===== config.mk =====
export PLATFORM = sky130hd
export DESIGN_NAME = if_pcnext_flat
export DESIGN_NICKNAME = d
export VERILOG_FILES = /design/src/rtl/if_pcnext_pkg.sv /design/src/rtl/if_pcnext_if.sv /design/src/rtl/if_redirect_buf.sv /design/src/rtl/if_pcnext.sv /design/src/flat_wrapper.sv
export SDC_FILE = /design/constraint.sdc
export NUM_CORES = 1
export LEC_CHECK = 0
export CORE_ASPECT_RATIO = 1.2
export CORE_UTILIZATION = 47
export CTS_BUF_LIST = sky130_fd_sc_hd__clkbuf_16
export DETAILED_ROUTE_END_ITERATION = 12
export GPL_TIMING_DRIVEN = 0
export HOLD_SLACK_MARGIN = 0.12
export PLACE_DENSITY = 0.83
export REMOVE_ABC_BUFFERS = 1
export SKIP_CTS_REPAIR_TIMING = 1
export SLEW_MARGIN = 25
export SYNTH_ARGS = -nofsm -noshare
export SYNTH_HDL_FRONTEND = slang
export SYNTH_SLANG_ARGS = --single-unit

===== constraint.sdc =====
create_clock -name i_clk -period 2.6 [get_ports i_clk]
set_input_delay 0.52 -clock i_clk [delete_from_list [all_inputs] [get_ports i_clk]]
set_output_delay 0.52 -clock i_clk [all_outputs]
set_load 0.005 [all_outputs]

===== src/rtl/if_pcnext_pkg.sv =====
// Shared fetch-stage definitions: reset vector, PC step, FSM states and redirect entry.
package if_pcnext_pkg;

    localparam logic [31:0] RESET_VECTOR_DEFAULT = 32'hBFC0_0000;
    localparam logic [31:0] PC_STEP              = 32'd4;

    typedef enum logic [1:0] {
        ST_BOOT  = 2'd0,
        ST_FETCH = 2'd1,
        ST_ERR   = 2'd2
    } fetch_state_e;

    typedef struct packed {
        logic        valid;
        logic [31:0] addr;
    } redirect_t;

    function automatic logic is_misaligned(input logic [31:0] addr);
        return (addr & 32'h0000_0003) != 32'd0;
    endfunction

endpackage


===== src/rtl/if_pcnext_if.sv =====
// Fetch-stage bus: hazard/redirect inputs, imem handshake and IF/ID outputs.
interface if_pcnext_if;

    logic        i_stallF;
    logic        i_pcsrcE;
    logic [31:0] i_addr_pcbranchE;
    logic        i_jumpD;
    logic [31:0] i_addr_pcjumpD;
    logic        i_imem_ready;

    logic [31:0] o_addr_pcF;
    logic [31:0] o_addr_pcadd4F;
    logic        o_imem_req;
    logic        o_validF;
    logic        o_flushD;
    logic        o_excp_misalign;

    modport master (
        input  i_stallF, i_pcsrcE, i_addr_pcbranchE, i_jumpD, i_addr_pcjumpD, i_imem_ready,
        output o_addr_pcF, o_addr_pcadd4F, o_imem_req, o_validF, o_flushD, o_excp_misalign
    );

    modport slave (
        output i_stallF, i_pcsrcE, i_addr_pcbranchE, i_jumpD, i_addr_pcjumpD, i_imem_ready,
        input  o_addr_pcF, o_addr_pcadd4F, o_imem_req, o_validF, o_flushD, o_excp_misalign
    );

endinterface


===== src/rtl/if_redirect_buf.sv =====
// One-entry pending redirect: holds a branch/jump target seen while the fetch could not fire.
module if_redirect_buf
    import if_pcnext_pkg::*;
(
    input  logic        clk,
    input  logic        rst,
    input  logic        clr,
    input  logic        cap_en,
    input  logic        branch_valid,
    input  logic [31:0] branch_addr,
    input  logic        jump_valid,
    input  logic [31:0] jump_addr,
    output redirect_t   pending
);

    // A later EX branch is older in program order than any decode jump, so it always wins the slot.
    always_ff @(posedge clk) begin
        if (rst) begin
            pending <= '0;
        end else if (clr) begin
            pending <= '0;
        end else if (cap_en) begin
            if (branch_valid) begin
                pending <= '{valid: 1'b1, addr: branch_addr};
            end else if (jump_valid && !pending.valid) begin
                pending <= '{valid: 1'b1, addr: jump_addr};
            end
        end
    end

endmodule


===== src/rtl/if_pcnext.sv =====
// Fetch PC sequencer: boot/fetch/error FSM, PC register and redirect selection.
module if_pcnext
    import if_pcnext_pkg::*;
#(
    parameter logic [31:0] RESET_VECTOR = RESET_VECTOR_DEFAULT
)(
    input  logic          i_clk,
    input  logic          i_rst,
    if_pcnext_if.master   bus
);

    fetch_state_e state_q;
    fetch_state_e state_d;
    logic [31:0]  pc_q;
    redirect_t    pend;
    logic         req;
    logic         fire;
    logic         redir_any;
    logic         redir_bad;
    logic [31:0]  redir_addr;

    // Priority: EX branch, then pending entry, then decode jump.
    always_comb begin
        redir_any  = bus.i_pcsrcE | pend.valid | bus.i_jumpD;
        redir_addr = bus.i_pcsrcE ? bus.i_addr_pcbranchE :
                     pend.valid   ? pend.addr            : bus.i_addr_pcjumpD;
        redir_bad  = redir_any & is_misaligned(redir_addr);
    end

    assign req  = (state_q == ST_FETCH) & ~bus.i_stallF & ~i_rst;
    assign fire = req & bus.i_imem_ready;

    always_ff @(posedge i_clk) begin
        if (i_rst) state_q <= ST_BOOT;
        else       state_q <= state_d;
    end

    always_comb begin
        state_d = state_q;
        unique case (state_q)
            ST_BOOT:  state_d = ST_FETCH;
            ST_FETCH: if (fire && redir_bad) state_d = ST_ERR;
            ST_ERR:   state_d = ST_ERR;
            default:  state_d = ST_BOOT;
        endcase
    end

    always_comb begin
        bus.o_addr_pcF      = pc_q;
        bus.o_addr_pcadd4F  = pc_q + PC_STEP;
        bus.o_imem_req      = req;
        bus.o_validF        = fire & ~redir_any;
        bus.o_flushD        = fire & redir_any & ~redir_bad;
        bus.o_excp_misalign = (state_q == ST_ERR) & ~i_rst;
    end

    // A misaligned target leaves the PC untouched; the FSM moves to ERR instead.
    always_ff @(posedge i_clk) begin
        if (i_rst) begin
            pc_q <= RESET_VECTOR;
        end else if (fire) begin
            if (!redir_any)      pc_q <= pc_q + PC_STEP;
            else if (!redir_bad) pc_q <= redir_addr;
        end
    end

    if_redirect_buf u_redirect_buf (
        .clk          (i_clk),
        .rst          (i_rst),
        .clr          (fire),
        .cap_en       ((state_q != ST_ERR) & ~fire),
        .branch_valid (bus.i_pcsrcE),
        .branch_addr  (bus.i_addr_pcbranchE),
        .jump_valid   (bus.i_jumpD),
        .jump_addr    (bus.i_addr_pcjumpD),
        .pending      (pend)
    );

endmodule


===== src/flat_wrapper.sv =====
// flat-port wrapper written by rule: the top's interface ports become plain ports
module if_pcnext_flat import if_pcnext_pkg::*;
#(
    parameter logic [31:0] RESET_VECTOR = RESET_VECTOR_DEFAULT
)
  (i_clk, i_rst, bus_i_stallF, bus_i_pcsrcE, bus_i_addr_pcbranchE, bus_i_jumpD, bus_i_addr_pcjumpD, bus_i_imem_ready, bus_o_addr_pcF, bus_o_addr_pcadd4F, bus_o_imem_req, bus_o_validF, bus_o_flushD, bus_o_excp_misalign);
  if_pcnext_if bus_i ();
  input  logic i_clk;
  input  logic i_rst;
  input wire logic [$bits(bus_i.i_stallF)-1:0] bus_i_stallF;
  input wire logic [$bits(bus_i.i_pcsrcE)-1:0] bus_i_pcsrcE;
  input wire logic [$bits(bus_i.i_addr_pcbranchE)-1:0] bus_i_addr_pcbranchE;
  input wire logic [$bits(bus_i.i_jumpD)-1:0] bus_i_jumpD;
  input wire logic [$bits(bus_i.i_addr_pcjumpD)-1:0] bus_i_addr_pcjumpD;
  input wire logic [$bits(bus_i.i_imem_ready)-1:0] bus_i_imem_ready;
  output wire logic [$bits(bus_i.o_addr_pcF)-1:0] bus_o_addr_pcF;
  output wire logic [$bits(bus_i.o_addr_pcadd4F)-1:0] bus_o_addr_pcadd4F;
  output wire logic [$bits(bus_i.o_imem_req)-1:0] bus_o_imem_req;
  output wire logic [$bits(bus_i.o_validF)-1:0] bus_o_validF;
  output wire logic [$bits(bus_i.o_flushD)-1:0] bus_o_flushD;
  output wire logic [$bits(bus_i.o_excp_misalign)-1:0] bus_o_excp_misalign;
  assign bus_i.i_stallF = bus_i_stallF;
  assign bus_i.i_pcsrcE = bus_i_pcsrcE;
  assign bus_i.i_addr_pcbranchE = bus_i_addr_pcbranchE;
  assign bus_i.i_jumpD = bus_i_jumpD;
  assign bus_i.i_addr_pcjumpD = bus_i_addr_pcjumpD;
  assign bus_i.i_imem_ready = bus_i_imem_ready;
  assign bus_o_addr_pcF = bus_i.o_addr_pcF;
  assign bus_o_addr_pcadd4F = bus_i.o_addr_pcadd4F;
  assign bus_o_imem_req = bus_i.o_imem_req;
  assign bus_o_validF = bus_i.o_validF;
  assign bus_o_flushD = bus_i.o_flushD;
  assign bus_o_excp_misalign = bus_i.o_excp_misalign;
  if_pcnext #(.RESET_VECTOR(RESET_VECTOR)) u_core (.i_clk(i_clk), .i_rst(i_rst), .bus(bus_i));
endmodule

==> results.txt, run 1 <==
Status: complete, but fails checks
Failing checks: negative setup slack
Seq/Total Area, Yosys: 0.318
Area delta synth->final: 56.6%
Data required, critical path: 2.08 ns
First-pass GRT wire length: 21.9 mm
Skew-Pair Late Insertion Delay: 0.33 ns
Largest area contributor in the netlist: dfxtp_1
Boundary Pins: 138
Final setup fails: 4
Num CTS Buffers: 9
Most common cell after layout, fill and taps aside: clkdlybuf4s50_1
Initial core utilization: 0.488
Fin. Hold Viols: 0
Syn avg cell area: 7.47 sq um
TritonCTS clock tree: built
CP arrival: 2.43 ns
Starting DRT DRC Count: 526
Total power: 3.64 mW
Post-synthesis xor/xnor area fraction: 0.0581
ANT cells: 0
Post-synth EDFFs: 0
Synthesized cell area: 4220 sq um
Die extent in y: 106 um
Total track usage: 0.293
Share of the synthesized area in the top cell type: 0.318
Net Sw Power: 1.21 mW
Max-Cap Viols: 0
Unrepaired setup endpoints after global routing: yes
Achievable frequency: 0.339 GHz
Via Count: 5293
Startpoint Class: flip-flop
Initial DRT Pass Iterations: 5
Root buffer cell: clkbuf_16
Yosys warns: 0
Dpl cells: 775
Worst-margin pin slew: 0.842 ns
Mux share of post-synthesis cell area: 0.0145
Reg power frac: 0.358
Maximum resistive drop on vdd: 518 uV
Die width: 88.5 um
Routed WL per cell: 18.6 um
Die Area: 9370 sq um
Most frequent cells in the layout: clkdlybuf4s50_1, nand2_1, buf_4
Final worst slack: -0.349 ns
Initial antenna violation count: 0
Switching Fraction: 0.332
Wirelength, routed: 15.6 mm
# DRC: 0
HP Class: input port to flip-flop
Min cycle time layout: 2.95 ns
Routed vias/inst: 6.29
Post-synthesis simple-gate area fraction: 0.252
Cells after Synth: 565
Setup TNS: -0.435 ns
Fin crit share: 1.13
Clock H-tree levels: 3
Clock power share: 0.334
GP Congestion: 0.848
Nets: 793
Largest net degree at the start of global routing: 38
Hpwl dp: 9.12 mm
Adder-Cell Fraction of Synth Area: 0.0119
Ys flop type: dfxtp_1
Synth Register Bits: 67
Clock Path Buffers: 2
Gr ovfl total: 0
P per Cell Area: 551 nW/um^2
Fraction of layout cells with a size suffix above 1: 0.206
Non-filler cells, final: 841
Compound-Gate Fraction of Synth Area: 0.282
Number of cell rows: 37
Num Clock Sinks: 67
Vias in the first global route: 4774
CP Class: flip-flop to output port
Top cells by area, synth: dfxtp_1, nand2_1, a311oi_1
Max FO, Critical Path: 6
Ys async rst share: 0
Leakage power: 2.68 nW
Count of distinct cell types in the synthesized netlist: 55
Type of destination of the critical path: output port
Combinational share of power: 0.308
P_int: 2.43 mW
Combinational family with the most area after synthesis: compound AO/OA/AOI/OAI gates
DP Worst Slack: -0.831 ns
Buffers on Ports: 137
Core Footprint: 8660 sq um
Slew Viols, Final: 0
Clock-pin slew on the worst setup and hold paths: 0.06 ns
Final Skew: 0.00747 ns
Slew headroom: 0.439
DRT antenna net count: 0
==> layout make-up <==
| type | count | area (sq um) |
|---|---|---|
| Clock buffer | 9 | 225 |
| Clock inverter | 7 | 68.8 |
| Multi-Input combinational cell | 436 | 2840 |
| Sequential cell | 67 | 1410 |
| Inverter | 10 | 37.5 |
| Fill cell | 623 | 2040 |
| Timing Repair Buffer | 195 | 1890 |
| Tap cell | 117 | 146 |
==> cells by family after synthesis <==
family                     after synthesis
and+or+nand+nor                        222
AOI/OAI and AO/OA                      175
DFF                                     67
buffers and inverters                   63
xor gates and xnor gates                28
muxes                                    6
adders and majority gates                4
==> critical path: stages, from the launching register on <==
cell	delay, ns
dfxtp_4	0.38
ha_4	0.18
nand4_1	0.24
nor2_4	0.28
nand2_1	0.12
nor2_2	0.21
xor2_1	0.17
clkdlybuf4s50_1	0.52
==> through the flow <==
| stage | hold WS (ns) | area (sq um) | utilization |
|---|---|---|---|
| CTS | 0.463 | 5920 | 0.683 |
| global route | 0.499 | 6610 | 0.764 |
| finish | 0.483 | 6610 | 0.764 |
| global placement | 0.480 | 5510 | 0.636 |
| floorplan | 0.473 | 3990 | - |
| detailed placement | 0.496 | 5620 | 0.650 |
==> power by group through the flow <==
stage,clock [mW],sequential [mW],combinational (mW)
4_1_cts,1.21,1.30,1.03
6_report,1.21,1.30,1.12
2_1_floorplan,0,1.29,0.595
3_5_place_dp,0,1.32,1.02
5_1_grt,1.25,1.32,1.21
3_3_place_gp,0,1.30,0.939
==> final timing paths <==
| kind | from | end | slack, ns | cells past startpoint |
|---|---|---|---|---|
| worst max-delay path | u_core.bus.o_addr_pcF[3] | bus_o_addr_pcadd4F[24] | -0.35 | 7 |
| worst min-delay path | i_rst | u_core.bus.o_addr_pcF[0] | 0.48 | 2 |
| worst max register to register | u_core.u_redirect_buf.pending[32] | u_core.bus.o_addr_pcF[24] | 0.33 | 5 |
| worst min register to register | u_core.bus.o_addr_pcF[1] | u_core.bus.o_addr_pcF[1] | 0.50 | 1 |
==> synthesized netlist by cell type (4+ instances only) <==
cell type / count
ha_1: 4
a221oi_2: 4
a311oi_1: 30
inv_1: 8
mux2i_1: 5
nor3_1: 18
nor3_2: 4
a21o_1: 4
nand2_1: 85
and2_1: 6
nand3_1: 14
xnor2_1: 19
buf_2: 12
o211ai_1: 4
nor2_1: 53
a21oi_1: 39
xor2_1: 9
or3_1: 4
o221ai_1: 4
dfxtp_1: 67
a211oi_1: 9
o22ai_1: 23
buf_4: 4
nand4_1: 13
clkbuf_1: 34
o21ai_0: 39
==> registers in the layout (all words and copies together) (netlist names) <==
name	cells
u_core.bus.o_addr_pcF	32
u_core.u_redirect_buf.pending	33
u_core.state_q	2
==> routing by layer <==
| metal | part of all wire | vias to the layer above | routed length (um) | GRT usage |
|---|---|---|---|---|
| met4 | 0.029 | 0 | 453 | 0.120 |
| met1 | 0.39 | 2517 | 6130 | 0.364 |
| met5 | 0 | - | 0 | 0 |
| met3 | 0.080 | 55 | 1250 | 0.0431 |
| met2 | 0.50 | 333 | 7800 | 0.496 |
| li1 | - | 2388 | - | - |
(Power assumes the default switching activity.)
==> inputs of run 2 (changes only) <==
- HOLD_SLACK_MARGIN: 0.12 -> unset
==> results of run 2 <==
The final DEF is identical to that of run 1; final timing and power are the same.
==> inputs of run 3 (changes only) <==
- SKIP_CTS_REPAIR_TIMING: 1 -> unset
==> run 3 against run 2 <==
The run still ends with negative setup slack left. Global-route usage rose by 4.2 points. Clock power barely moved. Cell count rose by 3.0%. Count of clock-buffer cells in the layout did not move. First-iteration DRC count rose by 18%. Hold slack got worse by 0.00083 ns. Design area rose by 3.0%. Largest power group unchanged.
==> results.txt, run 3 (synthesized netlist as in run 1, its figures left out) <==
DP Area: 5620 sq um
Routed vias/inst: 6.43
Final setup fails: 3
Fin. Hold Viols: 0
FF-to-FF path depth: 15
R2R Setup Slk: -0.02 ns
ANT cells: 0
Wirelength, routed: 17.0 mm
Nets: 818
Max reg flops: 33
Clock-pin slew on the worst setup and hold paths: 0.06 ns
Maximum resistive drop on vdd: 476 uV
Core Footprint: 8660 sq um
Clock H-tree levels: 3
Final instance area: 6810 sq um
Worst-margin pin slew: 0.845 ns
Top reg by flops: u_core.u_redirect_buf.pending
Achievable frequency: 0.381 GHz
Initial core utilization: 0.488
Crit path buffers/inverters: 9
Fraction of layout cells with a size suffix above 1: 0.259
Cell Chain, Critical Path: ha_4 > nand4_1 > buf_4 > buf_4 > buf_4 > buf_4 > buf_4 > buf_4 > buf_4 > buf_4 > nor3_4 > buf_12 > nand4_1 > a21oi_1 > a221oi_2
Most frequent cells in the layout: clkdlybuf4s50_1, nand2_1, buf_4
Hpwl dp: 9.12 mm
Fin crit share: 1.01
Initial antenna violation count: 0
Boundary Pins: 138
Buffers on Ports: 137
R2r endpoint: u_core.bus.o_addr_pcF[26]
Clock Path Buffers: 2
Slew Viols, Final: 0
Area delta synth->final: 61.3%
Die width: 88.5 um
Vias in the first global route: 5350
Starting DRT DRC Count: 620
Worst Hold Path Cells: 2
Num Clock Sinks: 67
Count of hold-fix buffers inserted at cts: 0
Status: complete, but fails checks
Max FO, Critical Path: 6
Type of destination of the critical path: flip-flop
Final Hold Slack: 0.482 ns
Dpl cells: 775
Final worst slack: -0.0245 ns
Skew-Pair Late Insertion Delay: 0.33 ns
Leakage power: 2.69 nW
Hold path endpoint: u_core.bus.o_addr_pcF[0]
DRT antenna net count: 0
Failing checks: negative setup slack
Most Frequent Cell on Critical Path: buf_4
Slew headroom: 0.437
Startpoint Class: flip-flop
TritonCTS clock tree: built
P per Cell Area: 536 nW/um^2
CP arrival: 2.81 ns
Die extent in y: 106 um
# DRC: 0
Most common cell after layout, fill and taps aside: clkdlybuf4s50_1
GP Congestion: 0.848
Total track usage: 0.335
Worst path slowest cell: dfxtp_4
Max-Cap Viols: 0
Largest net degree at the start of global routing: 38
Via Count: 5572
Unrepaired setup endpoints after global routing: yes
Delay-heaviest family, CP: buffers and inverters
Slowest stage delay, CP: 0.38 ns
HP Class: input port to flip-flop
Min cycle time layout: 2.62 ns
Die Area: 9370 sq um
Hold Path Origin: i_rst
Non-filler cells, final: 866
Final Skew: 0.00601 ns
Number of cell rows: 37
Initial DRT Pass Iterations: 6
Root buffer cell: clkbuf_16
Reg-to-Reg Start: u_core.bus.o_addr_pcF[3]
Routed WL per cell: 19.6 um
First-pass GRT wire length: 24.7 mm
Total power: 3.65 mW
Setup TNS: -0.0391 ns
CP Class: flip-flop to flip-flop
Data required, critical path: 2.79 ns
Num CTS Buffers: 9
Gr ovfl total: 0
-- run 3: where the power goes --
part | switching, mW | internal (mW)
Combinational | 0.614 | 0.518
Clock | 0.482 | 0.737
Sequential | 0.129 | 1.17
-- run 3: worst max path at each step --
stage	slack, ns	end	from	cells past startpoint
floorplan	-0.25	bus_o_flushD	bus_i_pcsrcE	2
global placement	-4.14	bus_o_flushD	bus_i_pcsrcE	4
detailed placement	-0.83	bus_o_addr_pcadd4F[31]	u_core.bus.o_addr_pcF[11]	6
CTS	-0.23	bus_o_addr_pcadd4F[31]	u_core.bus.o_addr_pcF[22]	6
global route	-0.09	bus_o_addr_pcadd4F[22]	u_core.bus.o_addr_pcF[3]	11
finish	-0.02	u_core.bus.o_addr_pcF[26]	u_core.bus.o_addr_pcF[3]	15
-- run 3: layer usage --
layer | track usage | vias to the layer above | share of wire
met3 | 0.0603 | 98 | 0.092
met2 | 0.555 | 420 | 0.49
met5 | 0 | - | 0
met4 | 0.196 | 0 | 0.049
met1 | 0.395 | 2623 | 0.37
li1 | - | 2431 | -
-- run 3: what timing repair did --
item                       CTS  global route
resized for setup           96            62
setup endpoints to repair   71            26
buffers inserted            47            27
pin swaps                   23            21
gates cloned                 1             0
-- run 3: area by class of cell --
type	instances	area, sq um
Fill cell	576	1850
Timing Repair Buffer	220	2010
Sequential cell	67	1420
Clock buffer	9	225
Tap cell	117	146
Clock inverter	7	68.8
Inverter	10	37.5
Multi-Input combinational cell	436	2900
-- run 3: worst reg2reg max path, stage by stage, from the launching register on --
cell      delay [ns]
dfxtp_4         0.38
ha_4            0.14
nand4_1         0.15
buf_4           0.19
buf_4           0.13
buf_4           0.12
buf_4           0.12
buf_4           0.13
buf_4           0.12
buf_4           0.13
buf_4           0.14
nor3_4          0.21
buf_12          0.15
nand4_1         0.11
a21oi_1         0.22
a221oi_2        0.05
-- run 3: metrics by stage --
step	util	setup slack (ns)
3_3_place_gp	0.636	-4.14
6_report	0.787	-0.0245
5_1_grt	0.787	-0.0939
2_1_floorplan	-	-0.247
3_5_place_dp	0.650	-0.831
4_1_cts	0.753	-0.231
